`src/rtl/matrix_scan_param.sv`:
```
// LED matrix row scanner: shifts one row of one bit plane, then latches it and holds
// output_enable for a binary-weighted time. `MATRIX_SCAN_FRAME_SYNC_EN adds a frame_start pulse.
module matrix_scan_param #(
  parameter int COLUMNS        = 64,
  parameter int ROW_ADDR_WIDTH = 4,
  parameter int BIT_DEPTH      = 6,
  parameter int OE_UNIT        = 1,
  parameter int BLANK_CYCLES   = 1
) (
  input  logic                        clk_in,
  input  logic                        reset,
  output logic [$clog2(COLUMNS)-1:0]  column_address,
  output logic [ROW_ADDR_WIDTH-1:0]   row_address,
  output logic [ROW_ADDR_WIDTH-1:0]   row_address_active,
  output logic [BIT_DEPTH-1:0]        brightness_mask,
  output logic [BIT_DEPTH-1:0]        brightness_mask_active,
  output logic                        clk_pixel,
  output logic                        row_latch,
  output logic                        output_enable
`ifdef MATRIX_SCAN_FRAME_SYNC_EN
  ,
  output logic                        frame_start
`endif
);

  // state      | meaning
  // ST_SHIFT   | clocking one row of one plane out, two clocks per column
  // ST_WAIT_OE | row shifted; waiting for OE window and blanking to finish
  // ST_LATCH   | one-clock latch strobe, OE forced low
  localparam logic [1:0] ST_SHIFT   = 2'd0;
  localparam logic [1:0] ST_WAIT_OE = 2'd1;
  localparam logic [1:0] ST_LATCH   = 2'd2;

  localparam int COL_W    = $clog2(COLUMNS);
  localparam int OE_MAX   = OE_UNIT << (BIT_DEPTH - 1);
  localparam int OE_CNT_W = $clog2(OE_MAX + 1);

  logic [1:0]                state_q, state_d;
  logic                      phase_q, phase_d;
  logic [COL_W-1:0]          col_q, col_d;
  logic [ROW_ADDR_WIDTH-1:0] row_q, row_d;
  logic [ROW_ADDR_WIDTH-1:0] row_act_q, row_act_d;
  logic [BIT_DEPTH-1:0]      mask_q, mask_d;
  logic [BIT_DEPTH-1:0]      mask_act_q, mask_act_d;
  logic [OE_CNT_W-1:0]       oe_cnt_q, oe_cnt_d;
  logic [OE_CNT_W-1:0]       oe_load;
  logic [3:0]                blank_cnt_q, blank_cnt_d;
  logic                      clk_pixel_q, clk_pixel_d;
  logic                      row_latch_q, row_latch_d;
  logic                      oe_q, oe_d;
  logic                      frame_start_q, frame_start_d;

  always_comb begin
    oe_load = '0;
    for (int i = 0; i < BIT_DEPTH; i++) begin
      if (mask_q[i]) oe_load = OE_CNT_W'(OE_UNIT) << i;
    end
  end

  always_comb begin
    state_d    = state_q;
    phase_d    = phase_q;
    col_d      = col_q;
    row_d      = row_q;
    row_act_d  = row_act_q;
    mask_d     = mask_q;
    mask_act_d = mask_act_q;
    oe_cnt_d   = (oe_cnt_q != '0) ? oe_cnt_q - OE_CNT_W'(1) : '0;
    case (state_q)
      ST_SHIFT: begin
        if (!phase_q) begin
          phase_d = 1'b1;
        end else begin
          phase_d = 1'b0;
          if (col_q == '0) state_d = ST_WAIT_OE;
          else             col_d   = col_q - COL_W'(1);
        end
      end
      ST_WAIT_OE: begin
        if (oe_cnt_q == '0 && blank_cnt_q >= 4'(BLANK_CYCLES)) state_d = ST_LATCH;
      end
      ST_LATCH: begin
        state_d    = ST_SHIFT;
        phase_d    = 1'b0;
        col_d      = COL_W'(COLUMNS - 1);
        row_act_d  = row_q;
        mask_act_d = mask_q;
        oe_cnt_d   = oe_load;
        if (mask_q[BIT_DEPTH-1]) begin
          mask_d = BIT_DEPTH'(1);
          row_d  = row_q + ROW_ADDR_WIDTH'(1);
        end else begin
          mask_d = mask_q << 1;
        end
      end
      default: begin
        state_d = ST_SHIFT;
        phase_d = 1'b0;
      end
    endcase
    // Outputs are registered from next-state values so they line up with the state they describe.
    clk_pixel_d   = (state_d == ST_SHIFT) && phase_d;
    row_latch_d   = (state_d == ST_LATCH);
    oe_d          = (oe_cnt_d != '0);
    frame_start_d = (state_d == ST_LATCH) && (row_q == '1) && mask_q[BIT_DEPTH-1];
    if (oe_d)                   blank_cnt_d = '0;
    else if (blank_cnt_q == '1) blank_cnt_d = blank_cnt_q;
    else                        blank_cnt_d = blank_cnt_q + 4'd1;
  end

  always_ff @(posedge clk_in) begin
    if (reset) begin
      state_q       <= ST_SHIFT;
      phase_q       <= 1'b0;
      col_q         <= COL_W'(COLUMNS - 1);
      row_q         <= '0;
      row_act_q     <= '0;
      mask_q        <= BIT_DEPTH'(1);
      mask_act_q    <= '0;
      oe_cnt_q      <= '0;
      blank_cnt_q   <= '1;
      clk_pixel_q   <= 1'b0;
      row_latch_q   <= 1'b0;
      oe_q          <= 1'b0;
      frame_start_q <= 1'b0;
    end else begin
      state_q       <= state_d;
      phase_q       <= phase_d;
      col_q         <= col_d;
      row_q         <= row_d;
      row_act_q     <= row_act_d;
      mask_q        <= mask_d;
      mask_act_q    <= mask_act_d;
      oe_cnt_q      <= oe_cnt_d;
      blank_cnt_q   <= blank_cnt_d;
      clk_pixel_q   <= clk_pixel_d;
      row_latch_q   <= row_latch_d;
      oe_q          <= oe_d;
      frame_start_q <= frame_start_d;
    end
  end

  assign column_address         = col_q;
  assign row_address            = row_q;
  assign row_address_active     = row_act_q;
  assign brightness_mask        = mask_q;
  assign brightness_mask_active = mask_act_q;
  assign clk_pixel              = clk_pixel_q;
  assign row_latch              = row_latch_q;
  assign output_enable          = oe_q;
`ifdef MATRIX_SCAN_FRAME_SYNC_EN
  assign frame_start            = frame_start_q;
`else
  logic unused_frame_start;
  assign unused_frame_start = frame_start_q;
`endif

endmodule

```
`config.mk`:
```
export PLATFORM = sky130hd
export DESIGN_NAME = matrix_scan_param
export DESIGN_NICKNAME = d
export VERILOG_FILES = /design/src/rtl/matrix_scan_param.sv
export SDC_FILE = /design/constraint.sdc
export NUM_CORES = 1
export LEC_CHECK = 0
export CORE_AREA = 8 8 75 77
export DETAILED_ROUTE_END_ITERATION = 10
export DIE_AREA = 0 0 83 85
export PLACE_DENSITY = 0.66
export SETUP_SLACK_MARGIN = 0.15
export SLEW_MARGIN = 20
export SYNTH_ARGS = -nofsm -noshare
export SYNTH_HDL_FRONTEND = slang
export SYNTH_SLANG_ARGS = --single-unit
```
`constraint.sdc`:
```
create_clock -name clk_in -period 2.9 [get_ports clk_in]
set_input_delay 0.58 -clock clk_in [delete_from_list [all_inputs] [get_ports clk_in]]
set_output_delay 0.58 -clock clk_in [all_outputs]
set_load 0.02 [all_outputs]
```
==> flow_summary.yaml <==
die:
  coreArea_mm2: 0.004536
  rows: 25
  initial_core_util_pct: 41.21
  io_pins: 31
  die_height_um: 85
  die_area_mm2: 0.007055
  die_width_um: 83
worst_setup_path:
  critPathTopFamily: "buffers and inverters"
  arrival_ns: 1.53
  critPathLaunchType: "flop"
  timing_worst_setup_path_type: "reg -> out"
  reg2reg_from: "oe_cnt_q[0]"
  critPathBufInv: 1
  regToRegSetupSlack_ns: 0.80
  crit_start: "brightness_mask[5]"
  worstSetupEndpointType: "output pin"
  cp_max_fo: 12
  slowest_delay_ns: 0.68
  slowest_stage: "clkdlybuf4s50_1"
  crit_chain: "clkdlybuf4s50_1"
  required_ns: 2.32
yosys:
  synth_area_leaders: "dfxtp_1 45%, nand2_1 7.0%, a21oi_1 5.6%"
  synthesis.instances: 217
  synth_edf_count: 0
  ys_async_sr_fraction_pct: 0
  synth_seq_cells: 42
  synthDistinctLibCells: 43
  avgSynthCellArea_um2: 8.614
  yosys.area.top_type_share_pct: 44.98
  netlist_area_mm2: 0.001869
  yosysSeqAreaShare_pct: 44.98
  synth-warning-count: 0
  synth_top_cell_by_area: "dfxtp_1"
  synthesis.nets: 227
  synth_flop_cell: "dfxtp_1"
power:
  internal_power_w: 0.001118
  leakage_nw: 0.8755
  ir_drop_uv: 297.3
  p_switching_w: 0.0005433
  clockPowerShare_pct: 27.0
  pwr-share-seq_pct: 41.9
  comb_power_share_pct: 31.0
  netSwitchingFraction_pct: 32.70
  p_per_area_mw_per_mm2: 714.1
drt:
  drtAntennaViolNets: 0
  wl_per_cell_um: 13.14
  via_per_inst: 5.192
  routed_wl_mm: 3.968
  firstDrtPassIters: 4
  dr_total_vias: 1568
  drc: 0
  drtIter0Drc: 82
sta:
  finalSetupViolCount: 0
  slew-limit-headroom_pct: 61.65
  whs_ns: 0.4414
  worst_pin_slew_ns: 0.5673
  fin_skew_ns: 0.005335
  finalMaxSlewViolations: 0
  min_period_ns: 2.111
  hold_viol: 0
  tns_ns: 0
  max_freq_mhz: 473.7
  finalWorstSetupSlack_ns: 0.7891
  finalCritPeriodShare_pct: 72.79
  rsz0062_at_grt: "no"
clocking:
  clock_sinks: 42
  ctsHoldBuffers: 0
  postCtsResizedCells: 0
  root_buffer: "clkbuf_8"
  clk_pin_slew_ns: 0.07
  cts_buffers: 5
  insertion_delay_ns: 0.29
  htreeDepth: 2
  cts_post_setup_buffers_inserted: 0
  clock_path_buffers: 2
  tritoncts: "built"
finish:
  final_cell_mix: "42 x dfxtp_1, 35 x nand2_1, 30 x clkdlybuf4s50_1"
  layout.nets: 257
  drive_gt1_share_pct: 6.452
  final_core_util_pct: 51.31
  fillers: 421
  n_antenna_cell: 0
  area_delta_synth_final_pct: 24.50
  final_common_cell: "dfxtp_1"
place:
  pre_cts_ws_ns: 0.8057
  place.gp.congestion: 0.9310
  dp.final_hpwl_mm: 2.806
  io_buffer_count: 30
min_path:
  worstHoldStart: "phase_q"
  min_path_type: "reg -> reg"
status:
  run_status: "completed"
grt:
  grt_first_pass_wirelength_mm: 6.748
  grt_overflow: 0
  grt_use_total_pct: 11.29
  grt_pass1_vias: 1443
  grt_max_degree: 35
  antenna_found_initial: 0
run:
  maxCapViolCount: 0
-- cell usage after synthesis, types with 4 or more instances --
cell type	number
nand2_1	35
o21bai_1	4
xnor2_1	4
a21oi_1	21
nand3_1	4
xor2_1	5
nand3b_1	6
dfxtp_1	42
inv_1	10
clkbuf_1	9
nor3_1	5
ha_1	8
nor2b_1	4
nor2_1	18
-- layout make-up --
| class | instances | area (µm²) | share of cell area, % |
|---|---|---|---|
| Clock buffer | 5 | 68.82 | 2.957 |
| Clock inverter | 3 | 40.04 | 1.720 |
| Inverter | 10 | 37.54 | 1.613 |
| Multi-Input combinational cell | 155 | 949.7 | 40.81 |
| Sequential cell | 42 | 840.8 | 36.13 |
| Tap cell | 54 | 67.56 | 2.903 |
| Timing Repair Buffer | 33 | 322.8 | 13.87 |
-- sequential cells by signal, summed over array words and instances, names as in the netlist --
register,cells
phase_q,1
column_address,6
row_latch,1
brightness_mask,6
output_enable,1
oe_cnt_q,6
brightness_mask_active,6
state_q,2
row_address,4
row_address_active,4
clk_pixel,1
blank_cnt_q,4
-- logic make-up after synthesis --
| group | share of synthesized area, % |
|---|---|
| DFF | 44.98 |
| adders and majority gates | 5.355 |
| xor gates and xnor gates | 4.217 |
| muxes | 1.071 |
| and+or+nand+nor | 26.24 |
| AOI/OAI and AO/OA | 13.92 |
| buffers and inverters | 4.217 |
-- through the flow --
step           area (µm²)  power, W  instances
3_5_place_dp         2218  0.001228        294
4_1_cts              2327  0.001680        302
2_1_floorplan        1869  0.001120        217
6_report             2327  0.001662        302
5_1_grt              2327  0.001772        302
3_3_place_gp         2218  0.001219        294
-- layer usage --
layer,GRT usage [%],vias up,part of all wire [%]
met4,5.431,0,1.8
met2,18.95,29,49
met3,3.161,4,4.0
met5,0,-,0
li1,-,803,-
met1,12.88,732,45
-- power groups by stage --
stage	logic [W]	clock network (W)	registers, W
finish	0.000516	0.000449	0.000697
global route	0.000582	0.000482	0.000708
CTS	0.000519	0.000464	0.000697
detailed placement	0.000519	0	0.000709
global placement	0.000510	0	0.000709
floorplan	0.000411	0	0.000709
-- worst paths after layout --
kind | end | depth (start not counted)
worst max register to register | output_enable | 7
worst min-delay path | clk_pixel | 1
worst min register to register | clk_pixel | 1
worst max-delay path | brightness_mask[5] | 1
(Power assumes the default switching activity.)
